==> src/rtl/lsu_pkg.sv <==
// Shared encodings and helpers for the load/store initiator: opcodes, FSM states,
// byte-lane masks and the default data-memory window.
package lsu_pkg;

  typedef enum logic [2:0] {
    OP_LB  = 3'd0,
    OP_LH  = 3'd1,
    OP_LW  = 3'd2,
    OP_LBU = 3'd3,
    OP_LHU = 3'd4,
    OP_SB  = 3'd5,
    OP_SH  = 3'd6,
    OP_SW  = 3'd7
  } lsu_op_e;

  typedef enum logic [1:0] {
    ST_IDLE,
    ST_READ,
    ST_WRITE,
    ST_DONE
  } lsu_state_e;

  localparam logic [31:0] BYTE_LANE_MASK = 32'h0000_00FF;
  localparam logic [31:0] HALF_LANE_MASK = 32'h0000_FFFF;

  localparam logic [31:0] LSU_BASE_ADDR = 32'h8002_0000;
  localparam int unsigned LSU_MEM_DEPTH = 250000;

  function automatic logic isStore(lsu_op_e op);
    return (op == OP_SB) || (op == OP_SH) || (op == OP_SW);
  endfunction

  function automatic logic isMisaligned(lsu_op_e op, logic [1:0] off);
    case (op)
      OP_LH, OP_LHU, OP_SH: return off[0];
      OP_LW, OP_SW:         return off != 2'b00;
      default:              return 1'b0;
    endcase
  endfunction

endpackage

==> src/rtl/lsu_mem_initiator_if.sv <==
// Bundles the core request/response handshake and the word-wide data-memory port.
// slave is the initiator's view; master is the core-plus-memory side.
interface lsu_mem_initiator_if;
  import lsu_pkg::*;

  logic        req_valid;
  logic        req_ready;
  lsu_op_e     req_op;
  logic [31:0] req_addr;
  logic [31:0] req_wdata;

  logic        resp_done;
  logic [31:0] resp_rdata;
  logic        resp_err;

  logic [31:0] mem_addr;
  logic [31:0] mem_wdata;
  logic [31:0] mem_rdata;
  logic        mem_rw;
  logic        mem_en;

  modport slave (
    input  req_valid, req_op, req_addr, req_wdata, mem_rdata,
    output req_ready, resp_done, resp_rdata, resp_err,
           mem_addr, mem_wdata, mem_rw, mem_en
  );

  modport master (
    output req_valid, req_op, req_addr, req_wdata, mem_rdata,
    input  req_ready, resp_done, resp_rdata, resp_err,
           mem_addr, mem_wdata, mem_rw, mem_en
  );

endinterface

==> src/rtl/lsu_lane_unit.sv <==
// Big-endian byte-lane logic: extracts and extends load data from a memory word
// and merges sub-word store data into a previously read word.
module lsu_lane_unit
  import lsu_pkg::*;
(
  input  lsu_op_e     op_i,
  input  logic [1:0]  off_i,
  input  logic [31:0] word_i,
  input  logic [31:0] wdata_i,
  output logic [31:0] load_o,
  output logic [31:0] merged_o
);

  logic [4:0]  byteShift;
  logic [4:0]  halfShift;
  logic [7:0]  byteVal;
  logic [15:0] halfVal;

  // Offset 0 is the most significant lane, so the shift is (3 - off) lanes.
  always_comb begin
    byteShift = {~off_i, 3'b000};
    halfShift = {~off_i[1], 4'b0000};
    byteVal   = 8'(word_i >> byteShift);
    halfVal   = 16'(word_i >> halfShift);

    load_o = '0;
    case (op_i)
      OP_LB:   load_o = {{24{byteVal[7]}}, byteVal};
      OP_LBU:  load_o = {24'b0, byteVal};
      OP_LH:   load_o = {{16{halfVal[15]}}, halfVal};
      OP_LHU:  load_o = {16'b0, halfVal};
      OP_LW:   load_o = word_i;
      default: load_o = '0;
    endcase

    merged_o = word_i;
    case (op_i)
      OP_SB: merged_o = (word_i & ~(BYTE_LANE_MASK << byteShift))
                      | ((wdata_i & BYTE_LANE_MASK) << byteShift);
      OP_SH: merged_o = (word_i & ~(HALF_LANE_MASK << halfShift))
                      | ((wdata_i & HALF_LANE_MASK) << halfShift);
      OP_SW: merged_o = wdata_i;
      default: merged_o = word_i;
    endcase
  end

endmodule

==> src/rtl/lsu_mem_initiator.sv <==
// Load/store initiator: turns one byte/half/word request into read, write or
// read-modify-write accesses on a word-wide big-endian data memory port.
module lsu_mem_initiator
  import lsu_pkg::*;
#(
  parameter logic [31:0] BASE_ADDR = LSU_BASE_ADDR,
  parameter int unsigned MEM_DEPTH = LSU_MEM_DEPTH
) (
  input logic          clock,
  input logic          reset,
  lsu_mem_initiator_if.slave bus
);

  localparam logic [31:0] LAST_WORD_OFF = 32'(MEM_DEPTH - 3);

  lsu_state_e  state_q;
  lsu_op_e     op_q;
  logic [1:0]  byteOff_q;
  logic [31:0] wdata_q;
  logic        respDone_q;
  logic        respErr_q;
  logic [31:0] respRdata_q;
  logic        memEn_q;
  logic        memRw_q;
  logic [31:0] memAddr_q;
  logic [31:0] memWdata_q;

  logic [31:0] alignedAddr;
  logic [31:0] wordOff;
  logic        reqErr;
  logic [31:0] loadData;
  logic [31:0] mergedWord;

  // The offset subtraction wraps, so addresses below the base also look out of range.
  always_comb begin
    alignedAddr = {bus.req_addr[31:2], 2'b00};
    wordOff     = alignedAddr - BASE_ADDR;
    reqErr      = isMisaligned(bus.req_op, bus.req_addr[1:0]) || (wordOff > LAST_WORD_OFF);
  end

  lsu_lane_unit laneUnit (
    .op_i    (op_q),
    .off_i   (byteOff_q),
    .word_i  (bus.mem_rdata),
    .wdata_i (wdata_q),
    .load_o  (loadData),
    .merged_o(mergedWord)
  );

  always_ff @(posedge clock) begin
    if (reset) begin
      state_q     <= ST_IDLE;
      op_q        <= OP_LB;
      byteOff_q   <= '0;
      wdata_q     <= '0;
      respDone_q  <= 1'b0;
      respErr_q   <= 1'b0;
      respRdata_q <= '0;
      memEn_q     <= 1'b0;
      memRw_q     <= 1'b1;
      memAddr_q   <= '0;
      memWdata_q  <= '0;
    end else begin
      unique case (state_q)
        ST_IDLE: begin
          if (bus.req_valid) begin
            op_q        <= bus.req_op;
            byteOff_q   <= bus.req_addr[1:0];
            wdata_q     <= bus.req_wdata;
            respRdata_q <= '0;
            respErr_q   <= 1'b0;
            if (reqErr) begin
              state_q    <= ST_DONE;
              respDone_q <= 1'b1;
              respErr_q  <= 1'b1;
            end else if (bus.req_op == OP_SW) begin
              state_q    <= ST_WRITE;
              memAddr_q  <= alignedAddr;
              memRw_q    <= 1'b0;
              memEn_q    <= 1'b1;
              memWdata_q <= bus.req_wdata;
            end else begin
              state_q   <= ST_READ;
              memAddr_q <= alignedAddr;
              memRw_q   <= 1'b1;
              memEn_q   <= 1'b0;
            end
          end
        end
        // Read data is consumed at the end of READ: either as the load result
        // or as the background word for a sub-word store.
        ST_READ: begin
          if (isStore(op_q)) begin
            state_q    <= ST_WRITE;
            memRw_q    <= 1'b0;
            memEn_q    <= 1'b1;
            memWdata_q <= mergedWord;
          end else begin
            state_q     <= ST_DONE;
            respDone_q  <= 1'b1;
            respRdata_q <= loadData;
          end
        end
        ST_WRITE: begin
          state_q    <= ST_DONE;
          memRw_q    <= 1'b1;
          memEn_q    <= 1'b0;
          respDone_q <= 1'b1;
        end
        ST_DONE: begin
          state_q    <= ST_IDLE;
          respDone_q <= 1'b0;
        end
      endcase
    end
  end

  // Write strobe is masked by reset so an abort never lands a partial store.
  assign bus.mem_en     = memEn_q & ~reset;
  assign bus.mem_rw     = memRw_q;
  assign bus.mem_addr   = memAddr_q;
  assign bus.mem_wdata  = memWdata_q;
  assign bus.req_ready  = (state_q == ST_IDLE);
  assign bus.resp_done  = respDone_q;
  assign bus.resp_err   = respErr_q;
  assign bus.resp_rdata = respRdata_q;

endmodule

==> src/flat_wrapper.sv <==
// flat-port wrapper written by rule: the top's interface ports become plain ports
module lsu_mem_initiator_flat import lsu_pkg::*;
#(
  parameter logic [31:0] BASE_ADDR = LSU_BASE_ADDR,
  parameter int unsigned MEM_DEPTH = LSU_MEM_DEPTH
)
  (clock, reset, bus_req_valid, bus_req_op, bus_req_addr, bus_req_wdata, bus_mem_rdata, bus_req_ready, bus_resp_done, bus_resp_rdata, bus_resp_err, bus_mem_addr, bus_mem_wdata, bus_mem_rw, bus_mem_en);
  lsu_mem_initiator_if bus_i ();
  input logic clock;
  input logic reset;
  input wire logic [$bits(bus_i.req_valid)-1:0] bus_req_valid;
  input wire logic [$bits(bus_i.req_op)-1:0] bus_req_op;
  input wire logic [$bits(bus_i.req_addr)-1:0] bus_req_addr;
  input wire logic [$bits(bus_i.req_wdata)-1:0] bus_req_wdata;
  input wire logic [$bits(bus_i.mem_rdata)-1:0] bus_mem_rdata;
  output wire logic [$bits(bus_i.req_ready)-1:0] bus_req_ready;
  output wire logic [$bits(bus_i.resp_done)-1:0] bus_resp_done;
  output wire logic [$bits(bus_i.resp_rdata)-1:0] bus_resp_rdata;
  output wire logic [$bits(bus_i.resp_err)-1:0] bus_resp_err;
  output wire logic [$bits(bus_i.mem_addr)-1:0] bus_mem_addr;
  output wire logic [$bits(bus_i.mem_wdata)-1:0] bus_mem_wdata;
  output wire logic [$bits(bus_i.mem_rw)-1:0] bus_mem_rw;
  output wire logic [$bits(bus_i.mem_en)-1:0] bus_mem_en;
  assign bus_i.req_valid = bus_req_valid;
  assign bus_i.req_op = bus_req_op;
  assign bus_i.req_addr = bus_req_addr;
  assign bus_i.req_wdata = bus_req_wdata;
  assign bus_i.mem_rdata = bus_mem_rdata;
  assign bus_req_ready = bus_i.req_ready;
  assign bus_resp_done = bus_i.resp_done;
  assign bus_resp_rdata = bus_i.resp_rdata;
  assign bus_resp_err = bus_i.resp_err;
  assign bus_mem_addr = bus_i.mem_addr;
  assign bus_mem_wdata = bus_i.mem_wdata;
  assign bus_mem_rw = bus_i.mem_rw;
  assign bus_mem_en = bus_i.mem_en;
  lsu_mem_initiator #(.BASE_ADDR(BASE_ADDR), .MEM_DEPTH(MEM_DEPTH)) u_core (.clock(clock), .reset(reset), .bus(bus_i));
endmodule
==> config.mk <==
export PLATFORM = sky130hd
export DESIGN_NAME = lsu_mem_initiator_flat
export DESIGN_NICKNAME = d
export VERILOG_FILES = /design/src/rtl/lsu_pkg.sv /design/src/rtl/lsu_mem_initiator_if.sv /design/src/rtl/lsu_lane_unit.sv /design/src/rtl/lsu_mem_initiator.sv /design/src/flat_wrapper.sv
export SDC_FILE = /design/constraint.sdc
export NUM_CORES = 1
export LEC_CHECK = 0
export BUFFER_PORTS_ARGS = -buffer_cell sky130_fd_sc_hd__buf_4
export CORE_MARGIN = 2
export CORE_UTILIZATION = 56
export CTS_BUF_LIST = sky130_fd_sc_hd__clkbuf_2 sky130_fd_sc_hd__clkbuf_4 sky130_fd_sc_hd__clkbuf_8
export DETAILED_ROUTE_END_ITERATION = 10
export GPL_TIMING_DRIVEN = 0
export MAX_ROUTING_LAYER = met4
export PLACE_DENSITY_LB_ADDON = 0.08
export SLEW_MARGIN = 10
export SYNTH_ARGS = -nofsm -noshare
export SYNTH_HDL_FRONTEND = slang
export SYNTH_HIERARCHICAL = 1
export SYNTH_SLANG_ARGS = --single-unit
==> constraint.sdc <==
create_clock -name clock -period 3.98 [get_ports clock]
set_clock_uncertainty 0.2 [all_clocks]
set_input_delay 0.796 -clock clock [delete_from_list [all_inputs] [get_ports clock]]
set_output_delay 0.796 -clock clock [all_outputs]
set_load 0.02 [all_outputs]
==> results of run 1 <==
## layer usage
metal  GRT usage (%)  part of all wire (%)  vias up
met5               -                     0        -
met4            17.3                   4.1        0
met3            6.84                    11      105
met2            57.5                    44      672
met1            52.4                    41     4581
li1                -                     -     4591
## cell families after synthesis
| kind of cell | count (synthesis) |
|---|---|
| other cells | 1 |
| flops | 137 |
| mux | 73 |
| xor+xnor | 2 |
| compound gates | 342 |
| simple gates | 418 |
| buf+inv | 154 |
| fa+ha+maj | 6 |
## final cells by class
class | instances | area [um2] | share of cell area, %
Buffer | 118 | 499 | 4.66
Clock buffer | 17 | 234 | 2.18
Clock inverter | 15 | 183 | 1.71
Inverter | 36 | 135 | 1.26
Multi-Input combinational cell | 843 | 5200 | 48.5
Sequential cell | 137 | 2740 | 25.6
Tap cell | 188 | 235 | 2.20
Timing Repair Buffer | 198 | 1490 | 13.9
## flip-flops by register name, summed over array words and instances, names as in the netlist
| register | flops |
|---|---|
| u_core/op_q | 3 |
| u_core/byteOff_q | 2 |
| u_core/memEn_q | 1 |
| u_core/bus.resp_err | 1 |
| u_core/bus.mem_rw | 1 |
| u_core/bus.mem_wdata | 32 |
| u_core/state_q | 2 |
| u_core/bus.mem_addr | 30 |
| u_core/bus.resp_rdata | 32 |
| u_core/wdata_q | 32 |
| u_core/bus.resp_done | 1 |
## layout by cell type, fill, tap and decap left out, types with 5 or more instances in the layout
master    netlist  routed
o21ai_0        57      57
and2_1          5       5
ha_1            6       6
o211ai_1        6       6
a21oi_1       107     107
clkbuf_8        0      17
a22oi_1        51      51
nor3_1         73      73
a31oi_1        41      41
mux2_2         11      11
o21ai_1        27      27
nor2b_1        11      11
buf_4           5     203
nand2_1       114     114
a211oi_1        6       6
nand4_1        20      20
inv_1          34      34
a22o_1          5       5
inv_6           0       6
clkbuf_1       89      89
buf_2          12      12
dfxtp_1       137     137
a221o_1         7       7
mux2i_1        52      52
nor3b_1        46      46
nand3_1        71      71
mux4_2          8       8
buf_1           9       9
nor2_1         53      53
o21a_1          6       6
## path summary, 6_finish.rpt
kind,startpoint,end,cells after the start
hold / removal,u_core/wdata_q[24],u_core/wdata_q[24],2
setup / recovery,bus_req_addr[17],u_core/bus.mem_wdata[11],10
setup reg to reg,u_core/op_q[1],u_core/bus.mem_wdata[17],11
hold reg to reg,u_core/wdata_q[24],u_core/wdata_q[24],2
## critical path: stages
cell,delay (ns)
buf_4,0.14
inv_1,0.05
ha_1,0.18
nor3b_1,0.61
a21oi_1,0.23
a211oi_1,0.34
a21boi_1,0.58
clkbuf_1,0.46
nand3_1,0.16
nand3_1,0.09
## metrics by stage
stage | power [mW] | util [%] | instance area [um2] | std cells
detailed placement | 4.48 | 68.2 | 10300 | 1520
global placement | 4.45 | 68.2 | 10300 | 1520
floorplan | 3.55 | - | 8580 | 1134
CTS | 5.71 | 71.0 | 10700 | 1552
global route | 6.06 | 71.0 | 10700 | 1552
finish | 5.78 | 71.0 | 10700 | 1552
## report_power, final
part	total (mW)	switching, mW	internal, mW
clock	1.23	0.647	0.586
combinational	2.74	1.73	1.01
sequential	1.80	0.193	1.61
total	5.78	2.57	3.20
==> key figures, run 1 <==
Outcome
  – Status: complete, no violations

Drt
  – Post-Route WL: 31600 um
  – DR vias: 9949
  – DR pass1 iterations: 6
  – Post-route ant nets: 0
  – DR iter-0 viols: 1206
  – WL per Instance: 20.4 um
  – Via/cell ratio: 6.41
  – DRC viols: 0

Synth
  – Post-Synth Simple-Gate Area: 24.8%
  – Synthesized area per cell: 7.57 um2
  – Post-synth EDFFs: 0
  – Top cells by count, synth: dfxtp_1, nand2_1, a21oi_1, clkbuf_1, nor3_1
  – Syn. warnings: 6
  – Unique masters post-synth: 65
  – Ranking of synthesized cells by area: dfxtp_1, a21oi_1, mux2i_1
  – Post-synthesis xor/xnor area fraction: 0.204%
  – Post-Synth Adder-Cell Area: 0.876%
  – Synth Area in Compound Gates: 24.8%
  – Post-synth ARST share: 0%
  – Post-synth top area share: 32.0%
  – FF+latch count, synth: 137
  – Synthesized instance count: 1133
  – Synthesized area: 8570 um2
  – Synth area leader: dfxtp_1
  – Most frequent cell after synthesis: dfxtp_1
  – Multiplexer share of the synthesized area: 9.88%
  – Dominant synthesized flop cell: dfxtp_1
  – Seq/Total Area, Yosys: 32.0%
  – Main combinational cell family by area after synthesis: compound AO/OA/AOI/OAI gates

Die
  – Die area: 16300 um2
  – Die W: 128 um
  – Rows: 45
  – I/O Pins: 203
  – Core area: 15100 um2
  – Starting density of the core: 56.8%
  – Die H: 128 um

Worst setup path
  – Worst Setup Start Kind: input pin
  – Worst Path Arrival: 3.64 ns
  – R2r setup slk: 1.06 ns
  – Crit end category: flip-flop
  – Critical-path maximum fanout: 10
  – Required @ worst endpoint: 4.21 ns
  – Critical path class: input pin to flip-flop

Global routing
  – Total GRT Usage: 38.9%
  – Largest net degree at the start of global routing: 17
  – Global-route wire length before repair: 48400 um
  – Vias in the first global route: 8975
  – Antenna violations before repair: 0
  – Grt total ovfl: 0

Pwr
  – Cell Pwr Density: 539 nW/um2
  – VDD IR max: 358 uV
  – Static leakage: 4.19 nW

STA
  – Final hold violation count: 0
  – RSZ-0062 raised after global routing: false
  – Final Cycle Share: 85.7%
  – Worst-Margin Slew: 0.877 ns
  – PnR worst setup slack: 0.568 ns
  – Hold slack: 0.263 ns
  – Setup violators final: 0
  – Setup_tns: 0 ns
  – Final min period: 3.41 ns
  – Worst rel slew slack: 41.2%
  – Max-slew violations: 0
  – Fmax: 0.293 GHz

Clock network
  – Clock Sinks: 137
  – Post-CTS sizing: 0
  – CTS tree: done
  – Worst skew pair latency: 0.48 ns
  – CTS Root Cell: clkbuf_8
  – Post-CTS Hold Buffers: 0
  – TritonCTS buffer count: 17
  – H-tree depth: 4
  – Longest Clk Path Bufs: 2
  – Worst-path clk slew: 0.09 ns
  – Post-CTS Setup Inserts: 0

Placement
  – Placement Setup Slack: 0.206 ns
  – IO Port Bufs: 198
  – GPL Wtd Cong: 1.05
  – Detailed placer's ending HPWL: 23800 um

Final layout
  – Fillers: 1320
  – Area Overhead vs Synth: 25.0%
  – Layout Nets: 1459
  – Diode count: 0
  – Share of layout cells above drive strength 1: 20.5%

Job
  – Max_cap viols: 0

Worst hold path
  – Hold Path Class: flip-flop to flip-flop
(Power assumes the default switching activity.)
==> run 2: changes to the inputs <==
Settings changed: CORE_UTILIZATION 56 to 50.
==> key figures, run 2 (same netlist as run 1, synthesis figures left out) <==
Final layout
  – Layout Nets: 1459 (unchanged)
  – Area Overhead vs Synth: 25.8%
  – Most common cell after layout, fill and taps aside: buf_4
  – Fillers: 1534 (+16%)
  – Share of the core filled with cells: 64.8% (-6.2 points)
  – Post-route insts no fill: 1584 (+2.1%)
  – Share of layout cells above drive strength 1: 20.5% (unchanged)
  – Diode count: 0 (unchanged)
  – Commonest cells after routing, fill and taps aside: buf_4, dfxtp_1, nand2_1
  – Fin area: 10800 um2 (+0.68%)

Worst setup path
  – Required @ worst endpoint: 4.18 ns (-0.03 ns)
  – Reg2Reg Depth: 9 (-2)
  – Reg2reg start: u_core/state_q[1]
  – Crit-path max cell delay: 0.60 ns (about the same)
  – RR Endpoint: u_core/bus.mem_wdata[7]
  – Most numerous cell on the critical path: nand3_1
  – Slowest cell on crit path: a21boi_1
  – Worst Setup Start Kind: input pin
  – WP buf/inv: 3 (unchanged)
  – Crit end category: flip-flop
  – Worst-path cell chain: buf_4, inv_1, ha_1, nor3b_1, a21oi_1, a211oi_1, a21boi_1, clkbuf_1, nand3_1, nand3_1
  – Worst Path Arrival: 3.66 ns (+0.02 ns)
  – Critical-path maximum fanout: 10 (unchanged)
  – Critical path class: input pin to flip-flop
  – Cell family with most CP delay: compound AO/OA/AOI/OAI gates
  – R2r setup slk: 0.98 ns (-0.08 ns)

Clock network
  – TritonCTS buffer count: 17 (unchanged)
  – Longest Clk Path Bufs: 2 (unchanged)
  – Worst skew pair latency: 0.47 ns (about the same)
  – H-tree depth: 4 (unchanged)
  – Post-CTS Hold Buffers: 0 (unchanged)
  – CTS tree: done
  – CTS Root Cell: clkbuf_8
  – Post-CTS sizing: 0 (unchanged)
  – Clock Sinks: 137 (unchanged)
  – Worst-path clk slew: 0.08 ns (about the same)
  – Post-CTS Setup Inserts: 0 (unchanged)

STA
  – Setup_tns: 0 ns (unchanged)
  – Hold slack: 0.260 ns (-0.00209 ns)
  – Fmax: 0.289 GHz (-1.4%)
  – PnR worst setup slack: 0.521 ns (-0.0468 ns)
  – Final Cycle Share: 86.9% (+1.2 points)
  – Max-slew violations: 0 (unchanged)
  – Final hold violation count: 0 (unchanged)
  – Final min period: 3.46 ns (+0.0468 ns)
  – Worst rel slew slack: 37.4% (-3.8 points)
  – Setup violators final: 0 (unchanged)
  – RSZ-0062 raised after global routing: false
  – Worst-Margin Slew: 0.933 ns (+0.0561 ns)

Drt
  – WL per Instance: 20.7 um (+1.6%)
  – DR pass1 iterations: 6 (unchanged)
  – Post-route ant nets: 0 (unchanged)
  – Post-Route WL: 32800 um (+3.7%)
  – DR iter-0 viols: 1236 (+2.5%)
  – Via/cell ratio: 6.27 (-2.2%)
  – DR vias: 9929 (-0.20%)
  – DRC viols: 0 (unchanged)

Global routing
  – Antenna violations before repair: 0 (unchanged)
  – Global-route wire length before repair: 50300 um (+3.8%)
  – Vias in the first global route: 9125 (+1.7%)
  – Largest net degree at the start of global routing: 17 (unchanged)
  – Total GRT Usage: 36.4% (-2.6 points)
  – Grt total ovfl: 0 (unchanged)

Placement
  – Placed Area: 10300 um2 (+0.39%)
  – GPL Wtd Cong: 1.02 (-2.9%)
  – Placed insts: 1552 (+2.1%)
  – Placement Setup Slack: 0.180 ns (-0.0260 ns)
  – Detailed placer's ending HPWL: 24900 um (+4.6%)
  – IO Port Bufs: 198 (unchanged)

Worst hold path
  – Hold Path Class: flip-flop to flip-flop
  – Hold Path Stages: 2 (unchanged)
  – Hold path start: u_core/wdata_q[30]
  – Worst Hold End: u_core/wdata_q[30]

Pwr
  – Pwr Total: 5.87 mW (+1.7%)
  – VDD IR max: 303 uV (-15%)
  – Cell Pwr Density: 544 nW/um2 (+0.97%)
  – Static leakage: 4.20 nW (+0.13%)

Die
  – Die W: 135 um (+5.6%)
  – Rows: 47 (+4.4%)
  – Core area: 16600 um2 (+10%)
  – Die H: 135 um (+5.6%)
  – I/O Pins: 203 (unchanged)
  – Die area: 18200 um2 (+12%)
  – Starting density of the core: 51.5% (-5.3 points)

Job
  – Max_cap viols: 0 (unchanged)

Outcome
  – Status: complete, no violations
-- run 2: worst max path at each step --
stage | end | from | slack, ns | cells past startpoint
floorplan | u_core/state_q[1] | bus_req_addr[17] | 0.88 | 9
global placement | u_core/bus.mem_wdata[7] | bus_req_addr[17] | 0.20 | 10
detailed placement | u_core/bus.mem_wdata[7] | bus_req_addr[17] | 0.18 | 10
CTS | u_core/bus.mem_wdata[7] | bus_req_addr[17] | 0.66 | 10
global route | u_core/bus.mem_wdata[7] | bus_req_addr[18] | 0.35 | 10
finish | u_core/bus.mem_wdata[7] | bus_req_addr[17] | 0.52 | 10
-- run 2: tightest hold or removal path: stages (launching register included) --
cell and delay, ns:
dfxtp_1 0.31, nand2_1 0.05, a21oi_1 0.05
-- run 2: routing by layer --
layer	part of all wire (%)	track usage [%]	vias to the layer above
li1	-	-	4601
met1	43	49.8	4662
met2	44	53.4	583
met3	8.9	6.31	83
met4	3.9	14.6	0
met5	0	-	-
-- run 2: power breakdown --
part	switching, mW	internal [mW]	total, mW
Sequential	0.190	1.61	1.80
Combinational	1.74	1.01	2.75
Clock	0.629	0.697	1.33
-- run 2: layout make-up --
class	instances	area [um2]	area share (%)
Tap cell	220	275	2.55
Buffer	118	499	4.63
Clock buffer	17	234	2.17
Sequential cell	137	2740	25.4
Clock inverter	15	215	2.00
Multi-Input combinational cell	843	5200	48.2
Inverter	36	135	1.25
Timing Repair Buffer	198	1490	13.8
==> run 3: changes to the inputs <==
Settings changed: RECOVER_POWER set to 25.
==> key figures, run 3 (same netlist as run 1, synthesis figures left out) <==
Outcome
  – Status: complete, no violations

STA
  – Worst-Margin Slew: 0.932 ns (-0.00151 ns)
  – Final min period: 3.48 ns (+0.0162 ns)
  – RSZ-0062 raised after global routing: false
  – PnR worst setup slack: 0.505 ns (-0.0162 ns)
  – Final hold violation count: 0 (unchanged)
  – Worst rel slew slack: 37.5% (+0.10 points)
  – Max-slew violations: 0 (unchanged)
  – Fmax: 0.288 GHz (-0.47%)
  – Setup violators final: 0 (unchanged)
  – Final Cycle Share: 87.3% (+0.41 points)
  – Setup_tns: 0 ns (unchanged)

Clock network
  – H-tree depth: 4 (unchanged)
  – CTS tree: done
  – Clock Sinks: 137 (unchanged)
  – Post-CTS Setup Inserts: 0 (unchanged)
  – Post-CTS Hold Buffers: 0 (unchanged)
  – CTS Root Cell: clkbuf_8
  – TritonCTS buffer count: 17 (unchanged)
  – Worst-path clk slew: 0.08 ns (about the same)
  – Post-CTS sizing: 0 (unchanged)
  – Worst skew pair latency: 0.47 ns (about the same)
  – Longest Clk Path Bufs: 2 (unchanged)

Pwr
  – Sw frac: 44.0% (+0.46 points)
  – Flop pwr share: 30.9% (+0.3 points)
  – Internal Power: 3.25 mW (-1.8%)
  – Comb pwr share: 46.2% (-0.6 points)
  – Clock power share: 22.8% (+0.2 points)
  – NetSw: 2.56 mW (about the same)
  – Cell Pwr Density: 550 nW/um2 (+1.1%)
  – VDD IR max: 301 uV (-0.57%)
  – Static leakage: 3.95 nW (-5.9%)

Final layout
  – Post-route insts no fill: 1584 (unchanged)
  – Layout Nets: 1459 (unchanged)
  – Share of the core filled with cells: 63.5% (-1.3 points)
  – Diode count: 0 (unchanged)
  – Commonest cells after routing, fill and taps aside: clkbuf_1, buf_4, dfxtp_1
  – Fillers: 1606 (+4.7%)
  – Most common cell after layout, fill and taps aside: clkbuf_1
  – Share of layout cells above drive strength 1: 16.2% (-4.3 points)
  – Area Overhead vs Synth: 23.3%

Global routing
  – Global-route wire length before repair: 50300 um (unchanged)
  – Vias in the first global route: 9125 (unchanged)
  – Grt total ovfl: 0 (unchanged)
  – Total GRT Usage: 36.4% (unchanged)
  – Antenna violations before repair: 0 (unchanged)
  – Largest net degree at the start of global routing: 17 (unchanged)

Worst setup path
  – Critical path class: input pin to flip-flop
  – Critical-path maximum fanout: 10 (unchanged)
  – Required @ worst endpoint: 4.18 ns (about the same)
  – Crit-path max cell delay: 0.60 ns (about the same)
  – Worst-path cell chain: buf_4, inv_1, ha_1, nor3b_1, a21oi_1, a211oi_1, a21boi_1, clkbuf_1, nand3_1, nand3_1
  – WP buf/inv: 3 (unchanged)
  – Cell family with most CP delay: compound AO/OA/AOI/OAI gates
  – Slowest cell on crit path: nor3b_1
  – Most numerous cell on the critical path: nand3_1
  – Worst Setup Start Kind: input pin
  – Crit end category: flip-flop
  – Worst Path Arrival: 3.67 ns (about the same)

Die
  – Core area: 16600 um2 (unchanged)
  – Starting density of the core: 51.5% (unchanged)
  – Die H: 135 um (unchanged)
  – I/O Pins: 203 (unchanged)
  – Die W: 135 um (unchanged)
  – Rows: 47 (unchanged)
  – Die area: 18200 um2 (unchanged)

Placement
  – Detailed placer's ending HPWL: 24900 um (unchanged)
  – IO Port Bufs: 198 (unchanged)
  – GPL Wtd Cong: 1.02 (unchanged)
  – Placement Setup Slack: 0.180 ns (unchanged)
  – Placed insts: 1552 (unchanged)

Drt
  – DRC viols: 0 (unchanged)
  – WL per Instance: 20.7 um (-0.13%)
  – DR vias: 9941 (+0.12%)
  – DR pass1 iterations: 6 (unchanged)
  – Post-Route WL: 32800 um (-0.13%)
  – DR iter-0 viols: 1258 (+1.8%)
  – Post-route ant nets: 0 (unchanged)
  – Via/cell ratio: 6.28 (+0.12%)

Worst hold path
  – Hold Path Class: flip-flop to flip-flop

Job
  – Max_cap viols: 0 (unchanged)
==> run 3: power by group through the flow <==
stage	registers, mW	logic (mW)	clock network, mW
6_report	1.80	2.69	1.33
5_1_grt	1.83	2.88	1.39
4_1_cts	1.80	2.68	1.34
3_5_place_dp	1.83	2.67	0
3_3_place_gp	1.82	2.64	0
2_1_floorplan	1.97	1.58	0
==> run 3: path summary, 6_finish.rpt <==
path / start / endpoint / slack [ns] / cells after the start
worst max-delay path: bus_req_addr[17] / u_core/bus.mem_wdata[7] / 0.50 / 10
worst min-delay path: u_core/wdata_q[22] / u_core/wdata_q[22] / 0.26 / 2
worst max register to register: u_core/state_q[1] / u_core/bus.mem_wdata[7] / 0.99 / 9
worst min register to register: u_core/wdata_q[22] / u_core/wdata_q[22] / 0.26 / 2
==> run 3: layer usage <==
metal | wire (um) | GRT usage, % | part of all wire (%) | vias to the layer above
met2 | 14400 | 53.4 | 44 | 581
li1 | - | - | - | 4599
met3 | 3150 | 6.31 | 9.6 | 85
met4 | 1280 | 14.6 | 3.9 | 0
met5 | 0 | - | 0 | -
met1 | 14000 | 49.8 | 43 | 4676
==> run 3: final cells by class <==
class                           count  area (um2)  share of cell area, %
Buffer                            118         499                   4.73
Clock buffer                       17         234                   2.21
Clock inverter                     15         215                   2.04
Inverter                           36         135                   1.28
Multi-Input combinational cell    843        5200                   49.2
Sequential cell                   137        2740                   26.0
Tap cell                          220         275                   2.61
Timing Repair Buffer              198        1260                   12.0
==> run 3: per-stage QoR <==
| stage | power [mW] | area [um2] | hold slack, ns |
|---|---|---|---|
| final | 5.81 | 10600 | 0.260 |
| after detailed placement | 4.50 | 10300 | 0.249 |
| after global routing | 6.09 | 10600 | 0.277 |
| after floorplan | 3.55 | 8580 | 0.232 |
| after global placement | 4.46 | 10300 | 0.244 |
| after CTS | 5.82 | 10800 | 0.259 |
==> run 3: worst register-to-register path, cell delays in order (launching register included) <==
cell      delay, ns
dfxtp_1        0.36
inv_1          0.10
ha_1           0.18
clkbuf_1       0.37
nand2_1        0.14
a211oi_1       0.26
a21boi_1       0.57
clkbuf_1       0.46
nand3_1        0.18
nand3_1        0.11
